**config.mk**
```make
export PLATFORM = sky130hd
export DESIGN_NAME = square_arbiter
export DESIGN_NICKNAME = d
export VERILOG_FILES = /design/src/rtl/square_pkg.sv /design/src/rtl/square_core.sv /design/src/rtl/square_arbiter.sv
export SDC_FILE = /design/constraint.sdc
export NUM_CORES = 1
export LEC_CHECK = 0
export BUFFER_PORTS_ARGS = -buffer_cell sky130_fd_sc_hd__buf_4
export CAP_MARGIN = 20
export CORE_UTILIZATION = 35
export DETAILED_ROUTE_END_ITERATION = 8
export MAX_ROUTING_LAYER = met4
export SYNTH_ARGS = -nofsm -noshare
export SYNTH_HDL_FRONTEND = slang
export SYNTH_HIERARCHICAL = 1
export SYNTH_SLANG_ARGS = --single-unit
```
**constraint.sdc**
```tcl
create_clock -name clk -period 1.86 [get_ports clk]
set_input_delay 0.372 -clock clk [delete_from_list [all_inputs] [get_ports clk]]
set_output_delay 0.372 -clock clk [all_outputs]
set_load 0.01 [all_outputs]
```
**src/rtl/square_pkg.sv**
```systemverilog
// Shared constants and FSM state type for the round-robin squaring arbiter.
package square_pkg;

    localparam int NREQ = 4;
    localparam int OPW  = 2;
    localparam int RESW = 2 * OPW;
    localparam int IDW  = $clog2(NREQ);

    typedef enum logic [1:0] {
        IDLE    = 2'd0,
        COMPUTE = 2'd1,
        HOLD    = 2'd2
    } state_t;

endpackage

```
**src/rtl/square_core.sv**
```systemverilog
// Combinational unsigned squarer for one latched operand.
module square_core
    import square_pkg::*;
(
    input  logic [OPW-1:0]  n,
    output logic [RESW-1:0] d
);

    logic [RESW-1:0] n_ext;

    assign n_ext = RESW'(n);
    assign d     = n_ext * n_ext;

endmodule

```
**src/rtl/square_arbiter.sv**
```systemverilog
// Round-robin arbiter granting one requester at a time a squared operand,
// with a held result under downstream backpressure.
module square_arbiter
    import square_pkg::*;
#(
    parameter int NREQ = square_pkg::NREQ,
    parameter int OPW  = square_pkg::OPW
) (
    input  logic                  clk,
    input  logic                  rst_n,
    input  logic [NREQ-1:0]       req,
    input  logic [NREQ*OPW-1:0]   operand,
    output logic [NREQ-1:0]       grant,
    output logic                  out_valid,
    output logic [$clog2(NREQ)-1:0] out_id,
    output logic [2*OPW-1:0]      out_d,
    input  logic                  out_ready
);

    localparam int IW = $clog2(NREQ);
    localparam int DW = 2 * OPW;

    state_t          state;
    state_t          state_nx;
    logic [NREQ-1:0] grant_nx;
    logic [OPW-1:0]  lat_op;
    logic [OPW-1:0]  lat_op_nx;
    logic [IW-1:0]   lat_id;
    logic [IW-1:0]   lat_id_nx;
    logic            valid_nx;
    logic [IW-1:0]   out_id_nx;
    logic [DW-1:0]   out_d_nx;
    logic [IW-1:0]   rr_ptr;
    logic [IW-1:0]   ptr_nx;
    logic [IW-1:0]   pick;
    logic [DW-1:0]   sq;

    // First set request at or after p; index arithmetic wraps at NREQ.
    function automatic logic [IW-1:0] rr_pick(
        input logic [NREQ-1:0] r,
        input logic [IW-1:0]   p
    );
        logic [IW-1:0] idx;
        logic          found;
        rr_pick = p;
        found   = 1'b0;
        for (int k = 0; k < NREQ; k++) begin
            idx = p + IW'(k);
            if (!found && r[idx]) begin
                rr_pick = idx;
                found   = 1'b1;
            end
        end
    endfunction

    assign pick = rr_pick(req, rr_ptr);

    square_core u_core (
        .n (lat_op),
        .d (sq)
    );

    always_comb begin
        state_nx  = state;
        grant_nx  = grant;
        lat_op_nx = lat_op;
        lat_id_nx = lat_id;
        valid_nx  = out_valid;
        out_id_nx = out_id;
        out_d_nx  = out_d;
        ptr_nx    = rr_ptr;
        unique case (state)
            IDLE: begin
                if (|req) begin
                    grant_nx  = NREQ'(1) << pick;
                    lat_op_nx = operand[int'(pick)*OPW +: OPW];
                    lat_id_nx = pick;
                    state_nx  = COMPUTE;
                end
            end
            COMPUTE: begin
                grant_nx  = '0;
                out_d_nx  = sq;
                out_id_nx = lat_id;
                valid_nx  = 1'b1;
                state_nx  = HOLD;
            end
            HOLD: begin
                if (out_ready) begin
                    valid_nx = 1'b0;
                    ptr_nx   = out_id + IW'(1);
                    state_nx = IDLE;
                end
            end
            default: begin
                grant_nx = '0;
                valid_nx = 1'b0;
                state_nx = IDLE;
            end
        endcase
    end

    always_ff @(posedge clk or negedge rst_n) begin
        if (!rst_n) begin
            state     <= IDLE;
            grant     <= '0;
            lat_op    <= '0;
            lat_id    <= '0;
            out_valid <= 1'b0;
            out_id    <= '0;
            out_d     <= '0;
            rr_ptr    <= '0;
        end else begin
            state     <= state_nx;
            grant     <= grant_nx;
            lat_op    <= lat_op_nx;
            lat_id    <= lat_id_nx;
            out_valid <= valid_nx;
            out_id    <= out_id_nx;
            out_d     <= out_d_nx;
            rr_ptr    <= ptr_nx;
        end
    end

endmodule

```
Word-level counts from Yosys, hierarchy flattened
Index checks and enable logic that the tools add are counted.
{"block": "op_classes", "add_sub_neg": 4, "mul": 1, "order_cmp": 4, "n_eq_ne": 4, "n_shift": 2, "n_mux": 21, "bitwise_logic": 2, "reduce_logical": 13}
{"cell": "2-bit by 3-bit less-than comparator with 1-bit output (second input constant)", "count": 4}
{"cell": "2-bit 2-to-1 mux", "count": 5}
{"cell": "2-bit AND reduction", "count": 5}
{"cell": "1-bit binary-select mux with 2-bit select", "count": 4}
{"cell": "1-bit 2-to-1 mux", "count": 8}
{"cell": "4-bit one-hot mux with 2 select lines", "count": 1}
{"cell": "8-bit by 4-bit variable part select with 2-bit output", "count": 1}
{"cell": "2-bit one-hot mux with 3 select lines", "count": 1}
{"cell": "2-bit by 1-bit adder with 2-bit output (second input constant)", "count": 2}
{"cell": "2-bit adder (second input constant)", "count": 2}
{"cell": "2-bit by 2-bit multiplier with 4-bit output", "count": 1}
{"cell": "4-bit 2-to-1 mux", "count": 1}
{"cell": "2-bit != test (second input constant)", "count": 2}
{"cell": "4-bit OR reduction", "count": 1}
{"cell": "1-bit by 2-bit left shift with 4-bit output (first input constant)", "count": 1}
{"cell": "1-bit logical AND", "count": 3}
{"cell": "1-bit logical NOT", "count": 3}
{"cell": "1-bit one-hot mux with 3 select lines", "count": 1}
{"cell": "2-bit by 1-bit == test with 1-bit output (second input constant)", "count": 1}
{"cell": "2-bit == test (second input constant)", "count": 1}
{"cell": "2-bit logical NOT", "count": 1}
{"cell": "1-bit NOT", "count": 2}
{"block": "totals", "regBits": 19, "input_bits": 15, "output_inout_bits": 11, "word_cells": 59}

Longest topological paths before layout
Gate-level depths: netlist of the first run.
{"block": "logic_depth", "word_depth": 15, "ltp_mapped": 6, "depth_no_buf": 5}

Cells and area by module
Netlist of the first run, hierarchy kept.
{"module": "square_arbiter", "n_inst": 1, "cells_per_inst": 80, "area_per_inst_um2": 885.8, "seq_area_each_um2": 475.5}
{"module": "square_core", "n_inst": 1, "cells_per_inst": 5, "area_per_inst_um2": 35.0, "seq_area_each_um2": 0.0}

Worst setup path before layout of the first run
Ideal clock, no wire load.
{"block": "synth_path", "path_kind": "input port to flip-flop", "startpoint": "input req[0]", "endpoint": "register lat_op[0]", "setup_time_ps": 142, "t_arrival_ps": 1420, "required_time_ps": 1718, "path_slack_ps": 298, "stages": 5, "path_buffers": 0, "cell_sequence": "nor2b_1 -> a2111o_1 -> and3_2 -> o211ai_1 -> o311ai_1"}
{"block": "synth_between", "elab_chain_len": 13, "elab_cells_between_ends": 23, "cone_classes": "1 x shift; 14 x mux; 8 x reduce/logical"}
{"item": "start: declaration", "line": "square_arbiter.sv:11", "text": "input logic [NREQ-1:0] req,"}
{"item": "1-bit binary-select mux with 2-bit select", "line": "square_arbiter.sv:49", "text": "if (!found && r[idx]) begin"}
{"item": "1-bit 2-to-1 mux (implied by the code)", "line": "square_arbiter.sv:49"}
{"item": "1-bit 2-to-1 mux", "line": "square_arbiter.sv:49"}
{"item": "1-bit logical NOT", "line": "square_arbiter.sv:49"}
{"item": "1-bit logical AND", "line": "square_arbiter.sv:49"}
{"item": "1-bit 2-to-1 mux", "line": "square_arbiter.sv:49"}
{"item": "1-bit logical NOT", "line": "square_arbiter.sv:49"}
{"item": "1-bit logical AND", "line": "square_arbiter.sv:49"}
{"item": "1-bit 2-to-1 mux", "line": "square_arbiter.sv:49"}
{"item": "1-bit logical NOT", "line": "square_arbiter.sv:49"}
{"item": "1-bit logical AND", "line": "square_arbiter.sv:49"}
{"item": "2-bit 2-to-1 mux", "line": "square_arbiter.sv:49"}
{"item": "8-bit by 4-bit variable part select with 2-bit output", "line": "square_arbiter.sv:76", "text": "lat_op_nx = operand[int'(pick)*OPW +: OPW];"}
{"item": "end signal: assignment", "line": "square_arbiter.sv:116", "text": "lat_op <= lat_op_nx;"}
{"item": "end: declaration", "line": "square_arbiter.sv:26", "text": "logic [OPW-1:0] lat_op;"}
Parallel ways exist; a longest one is shown, timed or not. The select of a mux whose other input is x is not followed.
A chain may end at the register's enable or synchronous reset.

Final worst setup path of the first run
{"block": "layout_path", "startpoint": "register rr_ptr[1]", "endpoint": "register lat_op[1]"}
{"block": "layout_between", "elab_chain_len": 13, "elab_cells_between_ends": 24, "cone_classes": "3 x add/sub; 1 x shift; 14 x mux; 6 x reduce/logical"}
{"item": "start: declaration", "line": "square_arbiter.sv:33", "text": "logic [IW-1:0] rr_ptr;"}
{"item": "start signal: assignment", "line": "square_arbiter.sv:121", "text": "rr_ptr <= ptr_nx;"}
{"item": "branches (longest 11 deep; another with 2-bit by 1-bit adder with 2-bit output)"}
{"item": "2-bit 2-to-1 mux (*)", "line": "square_arbiter.sv:49"}
{"item": "8-bit by 4-bit variable part select with 2-bit output (*)", "line": "square_arbiter.sv:76"}
Every way passes the cells marked *. The select of a mux whose other input is x is not followed.

==> impl_results.md, run 1 <==
* Placer's final routability congestion estimate at 0.700
* CTS clock-pin slew for the worst setup and hold paths at 0.11 ns
* First-pass GRT wire length at 2.97 mm
* Worst path required time at 2.04 ns
* Sinks on the clock net at 19
* Setup violators final at 0
* Final worst-path cycle share at 86.9%
* Post-synthesis sequential area ratio at 51.6%
* Total GRT Usage at 15.3%
* Count of yosys warnings during synthesis at 6
* Kind of critical path: flip-flop to flip-flop
* Count of buffers added by post-CTS timing repair for setup at 0
* Layout net count at 131
* Initial antenna violation count at 0
* Core box area at 0.00248 mm²
* Placement Cell Area at 0.00115 mm²
* H-tree lvl count at 1
* Part of the total power dissipated in sequential elements at 42.3%
* Number of ports placed on the die boundary at 26
* Total nets after synthesis at 100
* Count of max-cap constraint violations at 0
* Cell area after synthesis at 921 µm²
* Die W at 53.3 µm
* Via count at 736
* Input/output buffers at 25
* Initial Utilization at 37.2%
* Number of flops mapped to enable cells by yosys at 0
* Startpoint type of the worst setup path: flip-flop
* Sum of negative setup slack at 0 ns
* Synth unique cells at 34
* Run status: complete, no violations
* Clock Power Share at 11.6%
* Commonest cells after routing, fill and taps aside: sky130_fd_sc_hd__buf_4, sky130_fd_sc_hd__dfrtp_1, sky130_fd_sc_hd__nand2_1
* CTS root buf: sky130_fd_sc_hd__clkbuf_4
* HPWL after DPL at 1.37 mm
* Int Power at 1140 µW
* Standard-cell rows at 18
* Clock insertion delay at the later pin of the skew report at 0.30 ns
* Initial DRT Pass Iterations at 4
* Largest net degree at the start of global routing at 20
* Die area at 0.00284 mm²
* Top FF cell, synth: sky130_fd_sc_hd__dfrtp_1
* Highest clock rate at 619 MHz
* Fraction of final layout cells with drive strength greater than 1 at 40.0%
* Max Buffers Root-to-Sink at 2
* Largest fanout on the critical path at 7
* Relative contribution of combinational cells to total power at 46.2%
* Number of antenna repair diodes at 0
* Path category of the worst min-delay check: primary input to flip-flop
* Remaining routing DRC violations at 0
* Max VDD drop at 933 µV
* RSZ-0062 raised after global routing: no
* Gate count after technology mapping at 85
* Arrival time reported for the critical path endpoint at 1.80 ns
* Clock skew at 0.00396 ns
* Static Leak at 0.000572 µW
* Final antenna-violating net count at 0
* Average via count per standard cell at 5.08
* Post-layout minimum cycle time at 1.62 ns
* Via count of the first global-routing pass at 682
* CTS Hold Buffers Added at 1
* Final Hold Viols at 0
* Die outline height at 53.3 µm
* Number of CTS-inserted buffers at 3
* DR iter-0 viols at 4
* Most common cell after layout, fill and taps aside: sky130_fd_sc_hd__buf_4
* Slew Viols, Final at 0
* Pwr/cell area at 1500 mW/mm²
* Global route overflow at 0
* Filler cell count at 250
* Post-cts repair resize count at 0
* TritonCTS clock tree: built
* Routed wire length at 1.77 mm
* Share of flip-flops with an asynchronous set or reset after synthesis at 100%
* Post-DR wirelength/cell at 12.2 µm
* Layout Area Growth over Synthesis at 29.2%
* Fraction of power spent switching nets at 35.9%
* Category of the worst setup path capture point: flip-flop
* Post-route design area at 0.00119 mm²
* Switching power at 642 µW
* Yosys reg bits at 19
* Avg Inst Size Synth at 10.8 µm²
per-layer routing:
metal,track usage [%],wire [µm],vias to the layer above
met4,3.95,10,0
met2,24.2,853,23
met3,6.03,92,2
met5,-,0,-
met1,18.2,812,352
li1,-,-,359
worst max-delay path, cell delays in order, from the launching register on:
cell and delay (ns):
sky130_fd_sc_hd__dfrtp_1 0.46, sky130_fd_sc_hd__nor3_1 0.08, sky130_fd_sc_hd__a2111o_1 0.47, sky130_fd_sc_hd__and3_2 0.23, sky130_fd_sc_hd__o211ai_1 0.15, sky130_fd_sc_hd__o311ai_1 0.12
power by group through the flow:
stage	Clock, µW	Combinational, µW	Sequential (µW)
after floorplan	0	486	776
after global placement	0	819	760
after detailed placement	0	831	770
after CTS	215	836	761
after global routing	234	914	789
final	206	825	755
Yosys cell counts, types with 2 or more instances:
| cell | instances | share of area (%) |
|---|---|---|
| sky130_fd_sc_hd__nand2_1 | 9 | 3.7 |
| sky130_fd_sc_hd__nor2_1 | 3 | 1.2 |
| sky130_fd_sc_hd__buf_4 | 2 | 1.6 |
| sky130_fd_sc_hd__a21boi_0 | 2 | 1.6 |
| sky130_fd_sc_hd__inv_1 | 2 | 0.82 |
| sky130_fd_sc_hd__o311ai_1 | 2 | 1.9 |
| sky130_fd_sc_hd__o211ai_1 | 2 | 1.6 |
| sky130_fd_sc_hd__nor2b_1 | 5 | 3.4 |
| sky130_fd_sc_hd__dfrtp_1 | 19 | 52 |
| sky130_fd_sc_hd__mux2i_1 | 2 | 2.2 |
| sky130_fd_sc_hd__mux2_2 | 6 | 7.3 |
| sky130_fd_sc_hd__o21ai_0 | 8 | 4.3 |
| sky130_fd_sc_hd__and3_2 | 2 | 1.6 |
cell type report:
cell class                      count  area, µm²  area share (%)
Clock buffer                        3       22.5            1.89
Clock inverter                      1       5.00           0.421
Inverter                            2       7.51           0.631
Multi-Input combinational cell     60        414            34.8
Sequential cell                    19        475            40.0
Tap cell                           30       37.5            3.15
Timing Repair Buffer               30        228            19.1
logic make-up (layout without fill, tap and decap cells):
kind of cell,after synthesis,count (layout),synth area share (%)
XOR/XNOR,1,1,0.951
AO/OA/AOI/OAI,21,21,16.3
multiplexers,8,8,9.51
other,1,1,0.407
AND/OR/NAND/NOR,29,29,17.8
buffers and inverters,6,36,3.40
flip-flops,19,19,51.6
through the flow:
| stage | worst slack (ns) | power, µW | utilization (%) | cells | hold slack, ns |
|---|---|---|---|---|---|
| 2_1_floorplan | 0.298 | 1260 | - | 85 | 0.0764 |
| 3_3_place_gp | 0.129 | 1580 | 46.5 | 140 | 0.255 |
| 3_5_place_dp | 0.0968 | 1600 | 46.5 | 140 | 0.260 |
| 4_1_cts | 0.239 | 1810 | 48.0 | 145 | 0.355 |
| 5_1_grt | 0.179 | 1940 | 48.0 | 145 | 0.343 |
| 6_report | 0.244 | 1790 | 48.0 | 145 | 0.358 |
worst paths after layout:
| path | start | end | slack [ns] | depth (start not counted) |
|---|---|---|---|---|
| setup / recovery | rr_ptr[1]$_DFFE_PN0P_ | lat_op[1]$_DFFE_PN0P_ | 0.24 | 5 |
| hold reg to reg | lat_id[0]$_DFFE_PN0P_ | lat_id[0]$_DFFE_PN0P_ | 0.48 | 1 |
| max in group asynchronous | rst_n | out_valid$_DFFE_PN0P_ | 1.19 | 2 |
| setup reg to reg | rr_ptr[1]$_DFFE_PN0P_ | lat_op[1]$_DFFE_PN0P_ | 0.24 | 5 |
| hold / removal | out_ready | out_valid$_DFFE_PN0P_ | 0.36 | 3 |
| min in group asynchronous | rst_n | grant[3]$_DFFE_PN0P_ | 0.47 | 2 |
registers in the layout, summed over array words and instances (netlist names):
| signal | flops |
|---|---|
| grant | 4 |
| lat_op | 2 |
| out_d | 4 |
| lat_id | 2 |
| out_valid | 1 |
| rr_ptr | 2 |
| state | 2 |
| out_id | 2 |
(Power assumes the default switching activity.)
==> run 2: changes to the inputs <==
clock period = 2.05 ns   (was 1.86 ns; I/O delays follow)
==> impl_results.md, run 2 (synthesized netlist as in run 1, its figures left out) <==
* Launch instance of the worst register-to-register path: rr_ptr[0]$_DFFE_PN0P_
* Critical path startpoint: rr_ptr[0]$_DFFE_PN0P_
* Top layer used by detailed routing: met3
* Sum of negative setup slack at 0 ns
* CTS Hold Buffers Added at 1
* RSZ-0062 raised after global routing: no
* Final antenna-violating net count at 0
* Worst path required time at 2.25 ns
* Final worst-path cycle share at 79.6%
* Initial antenna violation count at 0
* Path category of the worst min-delay check: primary input to flip-flop
* H-tree lvl count at 1
* Slew Viols, Final at 0
* Initial DRT Pass Iterations at 4
* Largest registers: grant x4, out_d x4
* Max Buffers Root-to-Sink at 2
* Area of the multi-input gates at 414 µm²
* Relative slew slack at 63.0%
* Length of routed met3 wiring at 88 µm
* Static Leak at 0.000563 µW
* Number of ports placed on the die boundary at 26
* Remaining routing DRC violations at 0
* Filler cell count at 262
* Number of CTS-inserted buffers at 3
* Number of non-filler instances in the completed layout at 143
* Category of the worst setup path capture point: flip-flop
* Largest fanout on the critical path at 6
* Count of buffers added by post-CTS timing repair for setup at 0
* WHS Path Cells at 3
* CTS clock-pin slew for the worst setup and hold paths at 0.11 ns
* Via count at 707
* Post-layout minimum cycle time at 1.63 ns
* Layout Area Growth over Synthesis at 27.6%
* Standard-cell rows at 18
* Setup violators final at 0
* TritonCTS clock tree: built
* # placed instances at 138
* Count of max-cap constraint violations at 0
* Kind of critical path: flip-flop to flip-flop
* Layout net count at 129
* Post-cts repair resize count at 0
* Worst reg-to-reg path cell count at 5
* CTS root buf: sky130_fd_sc_hd__clkbuf_4
* Via count of the first global-routing pass at 661
* Most common cell after layout, fill and taps aside: sky130_fd_sc_hd__buf_4
* HPWL after DPL at 1.35 mm
* Amount of wire on met2 after detailed routing at 842 µm
* Clock insertion delay at the later pin of the skew report at 0.30 ns
* Pwr/cell area at 1350 mW/mm²
* Number of antenna repair diodes at 0
* HP Start: out_ready
* Post-route design area at 0.00117 mm²
* Core box area at 0.00248 mm²
* Highest clock rate at 613 MHz
* Max VDD drop at 886 µV
* Length of routed wiring on met1 at 770 µm
* Reg area at 475 µm²
* Placer's final routability congestion estimate at 0.690
* Die outline height at 53.3 µm
* Die area at 0.00284 mm²
* First-pass GRT wire length at 2.91 mm
* Global route overflow at 0
* Run status: complete, no violations
* Fraction of final layout cells with drive strength greater than 1 at 38.9%
* Average via count per standard cell at 4.94
* Total GRT Usage at 15.0%
* Initial Utilization at 37.2%
* Commonest cells after routing, fill and taps aside: sky130_fd_sc_hd__buf_4, sky130_fd_sc_hd__dfrtp_1, sky130_fd_sc_hd__nand2_1
* Clock skew at 0.0107 ns
* Worst slew pin tran at 0.554 ns
* Routed wire length at 1.70 mm
* Share of the core filled with cells at 47.4%
* Final Hold Viols at 0
* Post-DR wirelength/cell at 11.9 µm
* Input/output buffers at 25
* DR iter-0 viols at 5
* Sinks on the clock net at 19
* Placement Cell Area at 0.00114 mm²
* Startpoint type of the worst setup path: flip-flop
* Arrival time reported for the critical path endpoint at 1.84 ns
* Die W at 53.3 µm
* Largest net degree at the start of global routing at 20
## run 2: cell count changes in the layout (fill, tap and decap cells not counted), sizes merged
cell | previous run | this run
buf | 29 | 27
## run 2: where the power goes
group	internal, µW	switching [µW]
clock	72.7	116
combinational	399	322
sequential	545	134
## run 2: through the flow
step | setup WS (ns) | hold slack, ns | power, µW
after CTS | 0.400 | 0.386 | 1610
final | 0.418 | 0.395 | 1590
after global placement | 0.273 | 0.292 | 1400
after detailed placement | 0.248 | 0.299 | 1420
after floorplan | 0.450 | 0.114 | 1140
after global routing | 0.316 | 0.375 | 1730
## run 2: metal layers
layer,global-route usage [%],vias to the layer above
met2,24.0,12
met3,6.03,0
li1,-,359
met1,17.8,336
met4,2.63,0
met5,-,-
## run 2: layout make-up
type,instances,area share [%]
multi-input combinational,60,35.3
clock inverter,1,0.426
inverter,2,0.639
tap,30,3.19
timing repair buffer,28,18.1
sequential,19,40.5
clock buffer,3,1.92
## run 2: worst max-delay path, cell delays in order (launching register included)
cell	delay, ns
sky130_fd_sc_hd__dfrtp_1	0.43
sky130_fd_sc_hd__nor2b_1	0.14
sky130_fd_sc_hd__a2bb2oi_1	0.12
sky130_fd_sc_hd__o221ai_1	0.41
sky130_fd_sc_hd__nor2_1	0.15
sky130_fd_sc_hd__a22o_2	0.28
## run 2: final timing paths
path,to,slack (ns)
max,grant[3]$_DFFE_PN0P_,0.42
min,out_valid$_DFFE_PN0P_,0.40
max reg2reg,grant[3]$_DFFE_PN0P_,0.42
min reg2reg,out_valid$_DFFE_PN0P_,0.49
max in group asynchronous,out_d[2]$_DFFE_PN0P_,1.35
min in group asynchronous,out_id[1]$_DFFE_PN0P_,0.50
==> run 3: changes to the inputs <==
clock period = 1.6 ns   (was 2.05 ns; I/O delays follow)
==> impl_results.md, run 3 (synthesized netlist as in run 1, its figures left out) <==
* Count of max-cap constraint violations at 0
* Pwr/cell area at 1750 mW/mm²
* H-tree lvl count at 1
* HPWL after DPL at 1.45 mm
* Arrival time reported for the critical path endpoint at 1.68 ns
* Setup violators final at 0
* Met1 layer usage reported by global route at 18.5%
* Total GRT Usage at 15.5%
* First-pass GRT wire length at 3.04 mm
* Int Power at 1410 µW
* Via count of the first global-routing pass at 710
* Startpoint type of the worst setup path: flip-flop
* Static Leak at 0.000600 µW
* Part of the total power dissipated in sequential elements at 38.7%
* Final antenna-violating net count at 0
* Reg area at 475 µm²
* Kind of critical path: flip-flop to flip-flop
* Average via count per standard cell at 4.87
* Layout net count at 137
* Launch instance of the worst register-to-register path: rr_ptr[1]$_DFFE_PN0P_
* Clock skew at 0.00504 ns
* Die area at 0.00284 mm²
* Path category of the worst min-delay check: primary input to flip-flop
* Dominant delay contributor by cell family on the critical path: compound AO/OA/AOI/OAI gates
* Number of antenna repair diodes at 0
* DR iter-0 viols at 7
* Initial DRT Pass Iterations at 4
* Switching power at 759 µW
* Category of the worst setup path capture point: flip-flop
* Worst path required time at 1.78 ns
* Via count at 735
* CTS clock-pin slew for the worst setup and hold paths at 0.10 ns
* CTS root buf: sky130_fd_sc_hd__clkbuf_4
* Final Hold Viols at 0
* RSZ-0062 raised after global routing: no
* Commonest cells after routing, fill and taps aside: sky130_fd_sc_hd__buf_4, sky130_fd_sc_hd__dfrtp_1, sky130_fd_sc_hd__nand2_1
* Stage delay of the slowest cell on the critical path at 0.46 ns
* Largest net degree at the start of global routing at 20
* Clock insertion delay at the later pin of the skew report at 0.29 ns
* Core box area at 0.00248 mm²
* Slew Viols, Final at 0
* Filler cell count at 240
* Max VDD drop at 977 µV
* Critical path cell sequence: nor3_1 > a2111o_1 > and3_2 > o211ai_1 > o311ai_1
* Input/output buffers at 25
* Worst reg-to-reg path cell count at 5
* Post-DR wirelength/cell at 12.3 µm
* TritonCTS clock tree: built
* Critical-path cell with the highest stage delay: sky130_fd_sc_hd__a2111o_1
* Fraction of final layout cells with drive strength greater than 1 at 43.0%
* Run status: complete, no violations
* Critical path startpoint: rr_ptr[1]$_DFFE_PN0P_
* Fraction of power spent switching nets at 34.9%
* Most common cell after layout, fill and taps aside: sky130_fd_sc_hd__buf_4
* Total stage count of the critical path at 5
* Die outline height at 53.3 µm
* Sum of negative setup slack at 0 ns
* Met3 usage in global routing at 5.17%
* Final worst-path cycle share at 93.9%
* Highest clock rate at 665 MHz
* Global route overflow at 0
* Post-Place Worst Slack at -0.101 ns
* Critical path buffer and inverter count at 0
* Largest fanout on the critical path at 5
* Layout Area Growth over Synthesis at 34.6%
* Clock Power Share at 10.9%
* Met2 Use GR at 25.4%
* Routed wire length at 1.85 mm
* Sinks on the clock net at 19
* Number of ports placed on the die boundary at 26
* Standard-cell rows at 18
* Grt peak-use layer: met2
* Initial Utilization at 37.2%
* Die W at 53.3 µm
* WHS Path Cells at 3
* Number of CTS-inserted buffers at 3
* Area of the multi-input gates at 420 µm²
* Remaining routing DRC violations at 0
* Initial antenna violation count at 0
* Largest registers: grant x4, out_d x4
* Placer's final routability congestion estimate at 0.691
* Setup WS post-layout at 0.0971 ns
* Relative contribution of combinational cells to total power at 50.4%
* Max Buffers Root-to-Sink at 2
* Post-layout minimum cycle time at 1.50 ns
* HP Start: out_ready
-- run 3: worst register-to-register path, cell delays in order (launching register included) --
cell and delay, ns:
sky130_fd_sc_hd__dfrtp_1 0.39, sky130_fd_sc_hd__nor3_1 0.05, sky130_fd_sc_hd__a2111o_1 0.47, sky130_fd_sc_hd__and3_2 0.23, sky130_fd_sc_hd__o211ai_1 0.15, sky130_fd_sc_hd__o311ai_1 0.11
-- run 3: layout make-up --
type                       count  share of cell area (%)
tap                           30                    3.03
sequential                    19                    38.3
clock buffer                   4                    2.12
timing repair buffer          36                    22.0
multi-input combinational     60                    33.9
inverter                       2                   0.605
-- run 3: power by group through the flow --
| stage | Combinational [µW] | Clock [µW] | Sequential (µW) |
|---|---|---|---|
| 6_report | 1090 | 238 | 841 |
| 5_1_grt | 1210 | 262 | 876 |
| 4_1_cts | 1100 | 256 | 846 |
| 3_5_place_dp | 1100 | 0 | 856 |
| 3_3_place_gp | 1070 | 0 | 853 |
| 2_1_floorplan | 565 | 0 | 902 |
-- run 3: through the flow --
| stage | cell area [µm²] | instances | util, % | hold WS (ns) | power (µW) |
|---|---|---|---|---|---|
| final | 1240 | 151 | 50.1 | 0.304 | 2170 |
| after floorplan | 921 | 85 | - | 0.0244 | 1470 |
| after global routing | 1240 | 151 | 50.1 | 0.300 | 2340 |
| after detailed placement | 1200 | 146 | 48.3 | 0.211 | 1950 |
| after global placement | 1200 | 146 | 48.3 | 0.204 | 1920 |
| after CTS | 1230 | 151 | 49.8 | 0.288 | 2210 |
-- run 3: routing by layer --
layer | wire, µm | vias to the layer above
met1 | 852 | 348
met5 | 0 | -
li1 | - | 374
met4 | 0 | 0
met3 | 69 | 0
met2 | 929 | 13
-- run 3: path summary, 6_finish.rpt --
path                                          to  slack (ns)
setup / recovery           lat_op[1]$_DFFE_PN0P_         0.1
hold / removal             out_valid$_DFFE_PN0P_        0.30
setup reg to reg           lat_op[1]$_DFFE_PN0P_         0.1
hold reg to reg            out_valid$_DFFE_PN0P_        0.49
max in group asynchronous   grant[3]$_DFFE_PN0P_        0.97
min in group asynchronous   out_d[1]$_DFFE_PN0P_        0.42
-- run 3: what timing repair did --
| item | 4_1_cts | 5_1_grt |
|---|---|---|
| setup endpoints to repair | 0 | 1 |
| gates resized for setup | 0 | 2 |
| hold buffers | 1 | 0 |
| endpoints found under the hold margin | 19 | 0 |
| setup buffers | 0 | 0 |
